$ cat src/rtl/tia_playfield_sequencer.sv
// tia_playfield_sequencer: TIA-style playfield line sequencer producing one pixel per color clock.
module tia_playfield_sequencer #(
  parameter int LINE_CLKS   = 228,
  parameter int HBLANK_CLKS = 68
) (
  input  logic       clk,
  input  logic       rst_n,
  input  logic       line_start,
  input  logic       wr_en,
  input  logic [1:0] wr_addr,
  input  logic [7:0] wr_data,
  output logic [7:0] hcount,
  output logic       pf_out,
  output logic [4:0] pf_bit,
  output logic       right_half,
  output logic [1:0] score_sel,
  output logic       pf_priority
);
  typedef enum logic [1:0] {HBLANK, LEFT, RIGHT} state_t;
  localparam logic [7:0] LAST = 8'(LINE_CLKS - 1);
  localparam logic [7:0] HB   = 8'(HBLANK_CLKS);
  localparam logic [7:0] RB   = 8'(HBLANK_CLKS + 80);
  state_t      state, state_nx;
  logic [7:0]  pf0, pf1, pf2, h_nx, pos;
  logic [2:0]  ctrl;
  logic [5:0]  g;
  logic [4:0]  b;
  logic [19:0] pf_vec;
  logic        reflect, refl_nx, grp, pix;
  always_comb h_nx = (line_start || hcount == LAST) ? 8'd0 : hcount + 8'd1;
  always_comb begin
    state_nx = state;
    case (state)
      HBLANK:  if (h_nx == HB) state_nx = LEFT;
      LEFT:    if (h_nx == RB) state_nx = RIGHT;
      RIGHT:   if (h_nx == 8'd0) state_nx = HBLANK;
      default: state_nx = HBLANK;
    endcase
    if (line_start) state_nx = HBLANK;
  end
  // Everything is computed for the position being entered, so registered outputs line up with hcount.
  always_comb begin
    pos     = h_nx - HB;
    g       = pos[7:2];
    grp     = state_nx != HBLANK && pos[1:0] == 2'd0;
    refl_nx = (state == LEFT && state_nx == RIGHT) ? ctrl[0] : reflect;
    b       = state_nx == RIGHT ? (refl_nx ? 5'(6'd39 - g) : 5'(g - 6'd20)) : g[4:0];
    pf_vec  = {pf2, 8'd0, pf0[7:4]};
    for (int i = 0; i < 8; i++) pf_vec[4+i] = pf1[7-i];
    pix     = pf_vec[b];
  end
  always_ff @(posedge clk or negedge rst_n) begin
    if (!rst_n) begin
      state       <= HBLANK;
      hcount      <= 8'd0;
      pf0         <= 8'd0;
      pf1         <= 8'd0;
      pf2         <= 8'd0;
      ctrl        <= 3'd0;
      reflect     <= 1'b0;
      pf_out      <= 1'b0;
      pf_bit      <= 5'd0;
      right_half  <= 1'b0;
      score_sel   <= 2'b00;
      pf_priority <= 1'b0;
    end else begin
      state      <= state_nx;
      hcount     <= h_nx;
      reflect    <= refl_nx;
      right_half <= state_nx == RIGHT;
      pf0        <= (wr_en && wr_addr == 2'd0) ? {wr_data[7:4], 4'd0} : pf0;
      pf1        <= (wr_en && wr_addr == 2'd1) ? wr_data : pf1;
      pf2        <= (wr_en && wr_addr == 2'd2) ? wr_data : pf2;
      ctrl       <= (wr_en && wr_addr == 2'd3) ? wr_data[2:0] : ctrl;
      if (state_nx == HBLANK) begin
        pf_out    <= 1'b0;
        pf_bit    <= 5'd0;
        score_sel <= 2'b00;
      end else if (grp) begin
        pf_out      <= pix;
        pf_bit      <= b;
        score_sel   <= (ctrl[1] && pix) ? (state_nx == RIGHT ? 2'b10 : 2'b01) : 2'b00;
        pf_priority <= ctrl[2];
      end
    end
  end
endmodule

$ cat config.mk
export PLATFORM = sky130hd
export DESIGN_NAME = tia_playfield_sequencer
export DESIGN_NICKNAME = d
export VERILOG_FILES = /design/src/rtl/tia_playfield_sequencer.sv
export SDC_FILE = /design/constraint.sdc
export NUM_CORES = 1
export LEC_CHECK = 0
export BUFFER_PORTS_ARGS = -buffer_cell sky130_fd_sc_hd__buf_2
export CAP_MARGIN = 10
export CORE_AREA = 2 2 101 103
export CTS_BUF_LIST = sky130_fd_sc_hd__clkbuf_16
export CTS_CLUSTER_DIAMETER = 60
export DETAILED_ROUTE_END_ITERATION = 6
export DIE_AREA = 0 0 103 105
export REMOVE_ABC_BUFFERS = 1
export SLEW_MARGIN = 20
export SYNTH_ARGS = -nofsm -noshare
export SYNTH_HDL_FRONTEND = slang
export SYNTH_SLANG_ARGS = --single-unit
export TNS_END_PERCENT = 1
$ cat constraint.sdc
create_clock -name clk -period 12.9 [get_ports clk]
set_input_delay 2.58 -clock clk [delete_from_list [all_inputs] [get_ports clk]]
set_output_delay 2.58 -clock clk [all_outputs]
set_load 0.02 [all_outputs]
# Yosys cells after proc, flatten, opt, wreduce, memory -nomap -nowiden
# Cells that the tools add are included.
[word_totals] regBits=44 mem_bits_rw=0 mem_bits_ro=0 latchBits=0 out_inout_bits=18 memories=0 in_bits=14 elab_cells=62
[classes] n_addsub=4 multipliers=0 eq_ne=9 n_div=0 n_mux=19 n_lt_le_gt_ge=1 n_reduce_logical=16 bitwise_logic=1 shifts=0
[op_table] op="two-way mux 5 bit" n=4
[op_table] op="== test 8 bit (second input constant)" n=2
[op_table] op="two-way mux 2 bit" n=8
[op_table] op="adder 8 x 1 -> 8 bit (second input constant)" n=1
[op_table] op="== test 2 bit (second input constant)" n=4
[op_table] op="== test 8 x 7 -> 1 bit (second input constant)" n=1
[op_table] op="zero test 2 bit" n=4
[op_table] op="zero test 8 bit" n=1
[op_table] op="two-way mux 8 bit" n=1
[op_table] op="logical AND 1 bit" n=7
[op_table] op="subtractor 7 bit (second input constant)" n=1
[op_table] op="< comparator 5 x 6 -> 1 bit (second input constant)" n=1
[op_table] op="case mux 2 bit (3 select lines)" n=1
[op_table] op="binary-select mux 1 bit (select 5 bit)" n=1
[op_table] op="subtractor 3 x 5 -> 5 bit (first input constant)" n=1
[op_table] op="subtractor 5 bit (second input constant)" n=1
[op_table] op="== test 2 x 1 -> 1 bit (second input constant)" n=2
[op_table] op="two-way mux 1 bit" n=4
[op_table] op="nonzero test 2 bit" n=2
[op_table] op="AND reduction 2 bit" n=1
[op_table] op="logical OR 1 bit" n=1
[op_table] op="inverter 1 bit" n=1

# Logic depth before layout (Yosys ltp)
# Gate-level depths: netlist of run 1.
[depth] word_depth=18 mapped_depth=18 mapped_depth_nobuf=15

# Worst setup path after synthesis of run 1
# Ideal clock, no wire load.
[synth_timing] path_type="input-to-reg" startpoint="input line_start" endpoint="register score_sel[1]" t_required_ns=12.774 cell_stages=15 setup_time_ns=0.126 arrival_ns=5.947 path_buffers=3 path_slack_ns=6.827 cell_sequence="clkbuf_1 a41o_1 buf_4 nor2_2 buf_2 inv_1 ha_1 xor2_1 inv_1 ha_1 and3_1 or4_4 and2_4 mux2_4 a221o_1"
[synth_via] elab_chain_cells=17 elab_cells_between_ends=30 classes_between="add/sub (3); eq/ne (3); mux (15); reduce/logical (9)"
[synth_rtl] element="start, declared" line="8" source="input logic line_start,"
[synth_rtl] element="logical OR 1 bit (*)" line="30" source="always_comb h_nx = (line_start || hcount == LAST) ? 8'd0 : hcount + 8'd1;"
[synth_rtl] element="two-way mux 8 bit (*)" line="30"
[synth_rtl] element="net h_nx[2]" line="24" source="logic [7:0] pf0, pf1, pf2, h_nx, pos;"
[synth_rtl] element="parallel branches: the longest is 15 deep, another holds subtractor 7 bit"
[synth_rtl] element="end signal, assigned" line="82" source="score_sel <= (ctrl[1] && pix) ? (state_nx == RIGHT ? 2'b10 : 2'b01) : 2'b00;"
[synth_rtl] element="end, declared" line="16" source="output logic [1:0] score_sel,"
# Mark *: on every way through the listed nets, which the timed path passes. The select of a mux whose other input is x is not followed.
# A chain may end at the register's enable or synchronous reset.

# Final worst setup path of run 1
[layout_timing] startpoint="input line_start" endpoint="register score_sel[1]"
[layout_via] elab_chain_cells=17 elab_cells_between_ends=30 classes_between="add/sub (3); eq/ne (3); mux (15); reduce/logical (9)"
[layout_rtl] element="parallel branches: the longest is 17 deep, another holds subtractor 7 bit"
# Several ways; the timed one is not identified. The select of a mux whose other input is x is not followed.

==> flow_summary.yaml, run 1 <==
global_route:
  grt_usage_pct: 12.15
  grt_pass1_wl_mm: 10.45
  grt_pass1_vias: 2050
  grt_max_degree: 45
  antenna_found_initial: 0
  globalRouteOverflowTotal: 0
drt:
  via_per_inst: 5.202
  drc_errors: 0
  detail-route-antenna-nets: 0
  vias: 2185
  wl_per_cell_um: 15.22
  drt-total-wl_mm: 6.393
  drt_iter0_markers: 162
  first_pass_iters: 4
critical_path:
  timing.rr.start: "hcount[0]"
  slowest_delay_ns: 0.76
  rrSetupSlack_ns: 8.08
  crit_family: "simple AND/OR/NAND/NOR gates"
  path_cells: "buf_2 > a41o_1 > nor2_2 > ha_1 > nand2_1 > nor4_1 > and4_1 > nor2_1 > or4_4 > and2_4 > mux2_4 > a221o_1"
  path_max_fanout: 15
  cp_slowest_cell: "nor2_2"
  worstSetupPathDepth: 12
  path_buf_inv: 1
  path_class: "input pin to flip-flop"
  timing.rr.end: "score_sel[1]"
  worst_ep_arrival_time_ns: 6.40
  end_kind: "flip-flop"
  crit_required_ns: 13.07
  cp-startpoint: "line_start"
  reg2reg_depth: 13
  startpoint_type: "input pin"
place:
  place.gp.congestion: 0.8451
  preCtsSetupSlack_ns: 6.399
  io_buffer_count: 31
  place_hpwl_mm: 4.757
pwr:
  irDropWorstVdd_v: 0.00007086
  p_leak_uw: 0.001445
  power_density_mw_per_mm2: 114.9
  p_total_uw: 376.2
min_path:
  min_path_type: "flip-flop to flip-flop"
  worstHoldEndpoint: "pf_priority"
  hold_depth: 1
  hold_start: "pf_priority"
sta:
  slew_violations: 0
  period_share_pct: 48.30
  finalHoldViolations: 0
  min_period_ns: 6.231
  worst_slack_ns: 6.669
  tns_ns: 0
  worstMarginPinSlew_ns: 0.9081
  rsz0062_at_grt: "false"
  relSlewSlack_pct: 39.39
  setup_viol: 0
  finClkSkew_ns: 0.005940
  max_freq_mhz: 160.5
clocking:
  clk_latency_ns: 0.28
  clk_pin_slew_ns: 0.06
  cts_buffer_depth: 2
  tritoncts: "done"
  hold_buffers: 0
  root_buffer: "clkbuf_16"
  cts_htree_levels: 2
  numCtsBuffers: 5
  ctsResizeCount: 0
  clock_sinks: 44
  cts_setup_buffers: 0
floorplan:
  row_count: 36
  start_util_pct: 29.63
  dieArea_sq_mm: 0.01082
  chipHeight_um: 105
  fp.dieW_um: 103
  core_area_sq_mm: 0.009639
  io-pin-count: 32
synth:
  ys.flop_type: "dfrtp_1"
  synth_edf_count: 0
  yosysWarnings: 0
  synthCells: 260
  synth_area_per_cell_sq_um: 10.99
  async_flop_share_pct: 100.0
  synth_cell_types: 70
  ys_seq_elements: 44
  ys_seq_area_share_pct: 38.55
  syn_area_sq_mm: 0.002856
final_layout:
  layout.nets: 305
  final_layout_size_suffix_gt1_share_pct: 32.40
  antennaDiodeCount: 0
  fillers: 985
  synthToLayoutAreaGrowth_pct: 14.63
  seq_area_sq_mm: 0.001101
  multi_input_area_sq_mm: 0.001629
run:
  cap_violations: 0
status:
  outcome: "complete, no violations"
==> worst reg2reg max path: cells and delay by family, from the launching register on <==
family | cells | cell delay, ns
AOI/OAI and AO/OA | 2 | 0.68
and+or+nand+nor | 8 | 2.61
muxes | 1 | 0.28
DFF | 1 | 0.48
adders and majority gates | 2 | 0.65
==> state kept, by name, indices dropped and copies added, names as in the netlist, 2 cells and up <==
name and flops:
score_sel 2, ctrl 3, pf2 8, pf1 8, state 2, pf0 4, hcount 8, pf_bit 5
==> layout by cell type (no fill, tap or decap), drive strengths merged, types with 2 or more instances in the layout <==
cell / netlist / routed
inv: 14 / 14
mux2: 27 / 27
nand4: 8 / 8
o21ai: 4 / 4
xnor2: 3 / 3
a221o: 2 / 2
a41o: 2 / 2
a21oi: 5 / 5
nand3: 8 / 8
xor2: 5 / 5
nor3: 8 / 8
or2: 4 / 4
a31o: 2 / 2
nor4: 2 / 2
and3b: 2 / 2
dfrtp: 44 / 44
a41oi: 2 / 2
o211a: 3 / 3
nand2b: 3 / 3
nor2: 23 / 23
nand4b: 3 / 3
and2: 6 / 6
nand2: 6 / 6
o31ai: 2 / 2
a21boi: 2 / 2
nand3b: 2 / 2
mux2i: 7 / 7
a211oi: 4 / 4
clkbuf: 4 / 5
buf: 8 / 31
nor2b: 2 / 2
o41ai: 2 / 2
and3: 3 / 3
or3b: 2 / 2
ha: 5 / 5
clkinv: 0 / 2
and4: 2 / 2
o211ai: 2 / 2
mux4: 9 / 9
==> metal layers <==
layer  up-vias  global-route usage, %  wire, um
met5         -                      0         0
li1       1041                      -         -
met4         0                  3.759        87
met3         6                  1.873       218
met2        46                  18.23      2966
met1      1092                  17.88      3121
==> through the flow <==
step / cells / hold WS, ns / cell area (sq um) / utilization [%]
after floorplan: 248 / 0.4736 / 2783 / -
after global placement: 412 / 0.5061 / 3104 / 32.20
after CTS: 420 / 0.5269 / 3272 / 33.94
after detailed placement: 412 / 0.5125 / 3104 / 32.20
after global routing: 420 / 0.5451 / 3274 / 33.97
final: 420 / 0.5164 / 3274 / 33.97
==> cell type report <==
cell class,instances,share of cell area [%]
Clock inverter,3,1.299
Sequential cell,44,33.63
Timing Repair Buffer,31,4.815
Inverter,14,1.605
Multi-Input combinational cell,190,49.75
Clock buffer,5,3.821
Tap cell,133,5.082
==> power by group <==
| group | leakage, uW | total, uW | internal [uW] | switching (uW) |
|---|---|---|---|---|
| sequential | 0.000558 | 167 | 153 | 14.4 |
| clock | 0.0000814 | 146 | 91.1 | 54.5 |
| combinational | 0.000806 | 63.7 | 34.9 | 28.7 |
==> how the worst max path moves through the flow <==
stage,endpoint,slack (ns)
floorplan,score_sel[1],6.91
global placement,score_sel[1],6.48
detailed placement,score_sel[1],6.40
CTS,score_sel[1],6.68
global route,score_sel[1],6.32
finish,score_sel[1],6.67
==> cell usage after synthesis, drive strengths merged, types with 2 or more instances <==
master / count / share of area [%]
or3b: 2 / 0.70
a211oi: 4 / 1.2
nor3: 8 / 1.8
or2: 4 / 0.88
buf: 8 / 2.1
and3b: 2 / 0.61
a41o: 2 / 0.70
o21ai: 4 / 0.83
mux2i: 7 / 2.5
a31o: 2 / 0.61
and3: 3 / 0.66
a21boi: 2 / 0.53
xnor2: 3 / 0.92
o211a: 3 / 1.1
nor2: 23 / 3.1
nand2b: 3 / 0.66
nand3: 8 / 1.6
a21oi: 5 / 0.88
nand4b: 3 / 0.92
and4: 2 / 0.61
clkbuf: 4 / 0.53
a221o: 2 / 0.70
nor4: 2 / 0.44
o211ai: 2 / 0.53
o41ai: 2 / 0.88
nor2b: 2 / 0.44
a41oi: 2 / 0.61
ha: 5 / 2.2
o31ai: 2 / 0.53
inv: 14 / 1.8
nand2: 6 / 0.79
and2: 6 / 1.4
nand4: 8 / 1.8
xor2: 5 / 1.5
mux4: 9 / 7.1
nand3b: 2 / 0.53
mux2: 27 / 11
dfrtp: 44 / 39
==> cells by family after synthesis <==
family | share of synthesized area [%]
simple gates | 18.57
compound gates | 13.49
flops | 38.55
mux | 20.32
buf+inv | 4.424
xor+xnor | 2.453
fa+ha+maj | 2.190
Power figures use the tool's default switching activity.
==> run 2, diff against run 1 <==
- clock period: 12.9 -> 6.4 ns (I/O delays scaled with it)
==> run 2 against run 1 <==
Net effect: die area stayed put; flip-flop and latch count stayed put; cell count is 0.24% higher; critical endpoint unchanged; routed wire length is 2.4% higher; combinational power is 100% higher.
==> flow_summary.yaml, run 2 (synthesis results as in run 1) <==
status:
  outcome: "complete, no violations"
clocking:
  cts_htree_levels: 2
  hold_buffers: 0
  cts_buffer_depth: 2
  root_buffer: "clkbuf_16"
  cts_setup_buffers: 0
  tritoncts: "done"
  clk_pin_slew_ns: 0.07
  clk_latency_ns: 0.29
  clock_sinks: 44
  ctsResizeCount: 0
  numCtsBuffers: 5
pwr:
  p_clk_share_pct: 39.1
  p_int_uw: 564.1
  power_switching_uw: 201.6
  p_total_uw: 765.7
  power_frac_comb_pct: 17.0
  p_leak_uw: 0.001449
  seq_power_share_pct: 43.9
  power_density_mw_per_mm2: 233.0
  irDropWorstVdd_v: 0.0001315
  p_sw_share_pct: 26.33
final_layout:
  final_layout_size_suffix_gt1_share_pct: 32.99
  final_common_cell: "dfrtp_1"
  final_cell_mix: "44 x dfrtp_1, 30 x buf_2, 26 x mux2_2"
  antennaDiodeCount: 0
  layout.nets: 306
  synthToLayoutAreaGrowth_pct: 15.02
  reg_top3: "hcount x8, pf1 x8, pf2 x8"
floorplan:
  io-pin-count: 32
  dieArea_sq_mm: 0.01082
  chipHeight_um: 105
  core_area_sq_mm: 0.009639
  row_count: 36
  fp.dieW_um: 103
  start_util_pct: 29.63
global_route:
  top_usage_layer: "met2"
  grt_pass1_wl_mm: 11.30
  globalRouteOverflowTotal: 0
  grt_pass1_vias: 2180
  grt_usage_pct: 13.06
  met3_usage_pct: 2.341
  grt_max_degree: 45
  antenna_found_initial: 0
  gr-usage-met2_pct: 19.90
  grtUsageMet1_pct: 18.70
critical_path:
  path_class: "input pin to flip-flop"
  path_buf_inv: 2
  cp_slowest_cell: "or4_4"
  path_max_fanout: 15
  crit_required_ns: 6.57
  slowest_delay_ns: 0.57
  crit_family: "simple AND/OR/NAND/NOR gates"
  path_cells: "buf_2 > a41o_1 > nor2_2 > buf_4 > ha_1 > nand2_1 > nor4_1 > and4_1 > nor2_1 > or4_4 > and2_4 > mux2_4 > a221o_1"
  startpoint_type: "input pin"
  worst_ep_arrival_time_ns: 4.62
  end_kind: "flip-flop"
drt:
  vias: 2183
  first_pass_iters: 4
  drt_iter0_markers: 152
  wl_per_cell_um: 15.55
  detail-route-antenna-nets: 0
  drt-total-wl_mm: 6.547
  drc_errors: 0
  via_per_inst: 5.185
sta:
  finClkSkew_ns: 0.005440
  rsz0062_at_grt: "false"
  tns_ns: 0
  max_freq_mhz: 224.6
  min_period_ns: 4.452
  slew_violations: 0
  setup_viol: 0
  worstMarginPinSlew_ns: 0.8248
  period_share_pct: 69.56
  relSlewSlack_pct: 44.84
  finalHoldViolations: 0
run:
  cap_violations: 0
min_path:
  min_path_type: "flip-flop to flip-flop"
place:
  place.gp.congestion: 0.8100
  place_hpwl_mm: 4.810
  io_buffer_count: 31
[run 2: cell types whose count changed in the layout (fill, tap and decap cells not counted), sizes merged]
cell      previous run  this run
buf                 31        32
clkinv               2         0
clkinvlp             0         1
inv                 14        15
[run 2: power groups by stage]
stage	Combinational, uW	Clock, uW	Sequential [uW]
final	130	299	336
after global routing	145	317	340
after CTS	131	308	335
after detailed placement	130	0	341
after global placement	128	0	339
after floorplan	96.7	0	331
[run 2: final timing paths]
path	from	to	slack, ns	cells past startpoint
max	line_start	score_sel[1]	1.95	13
min	pf_priority	pf_priority	0.53	1
max reg2reg	hcount[0]	score_sel[1]	2.05	14
min reg2reg	pf_priority	pf_priority	0.53	1
max in group asynchronous	rst_n	hcount[7]	5.02	1
min in group asynchronous	rst_n	hcount[4]	0.98	1
[run 2: metrics by stage]
stage / area (sq um) / worst slack (ns) / util [%] / hold slack (ns) / instances
floorplan: 2783 / 1.705 / - / 0.4736 / 248
detailed placement: 3112 / 1.673 / 32.28 / 0.5117 / 413
global route: 3286 / 1.624 / 34.09 / 0.5449 / 421
CTS: 3283 / 1.959 / 34.06 / 0.5298 / 421
global placement: 3112 / 1.721 / 32.28 / 0.5072 / 413
finish: 3286 / 1.948 / 34.09 / 0.5296 / 421
[run 2: layout make-up]
type / instances / area [sq um]
tap: 133 / 166.4
clock buffer: 5 / 125.1
fill: 1003 / 6354
inverter: 14 / 52.55
clock inverter: 3 / 46.29
multi-input combinational: 190 / 1629
sequential: 44 / 1101
timing repair buffer: 32 / 165.2
[run 2: routing by layer]
layer	share of wire, %	vias up
li1	-	1042
met1	48	1075
met2	46	57
met3	5.0	9
met4	1.7	0
met5	0	-
[run 2: worst register-to-register path, delay by kind of cell (launching register included)]
| family | cells | cell delay [ns] |
|---|---|---|
| fa+ha+maj | 2 | 0.56 |
| buf+inv | 1 | 0.27 |
| simple gates | 8 | 1.95 |
| compound gates | 2 | 0.67 |
| mux | 1 | 0.29 |
| flops | 1 | 0.48 |
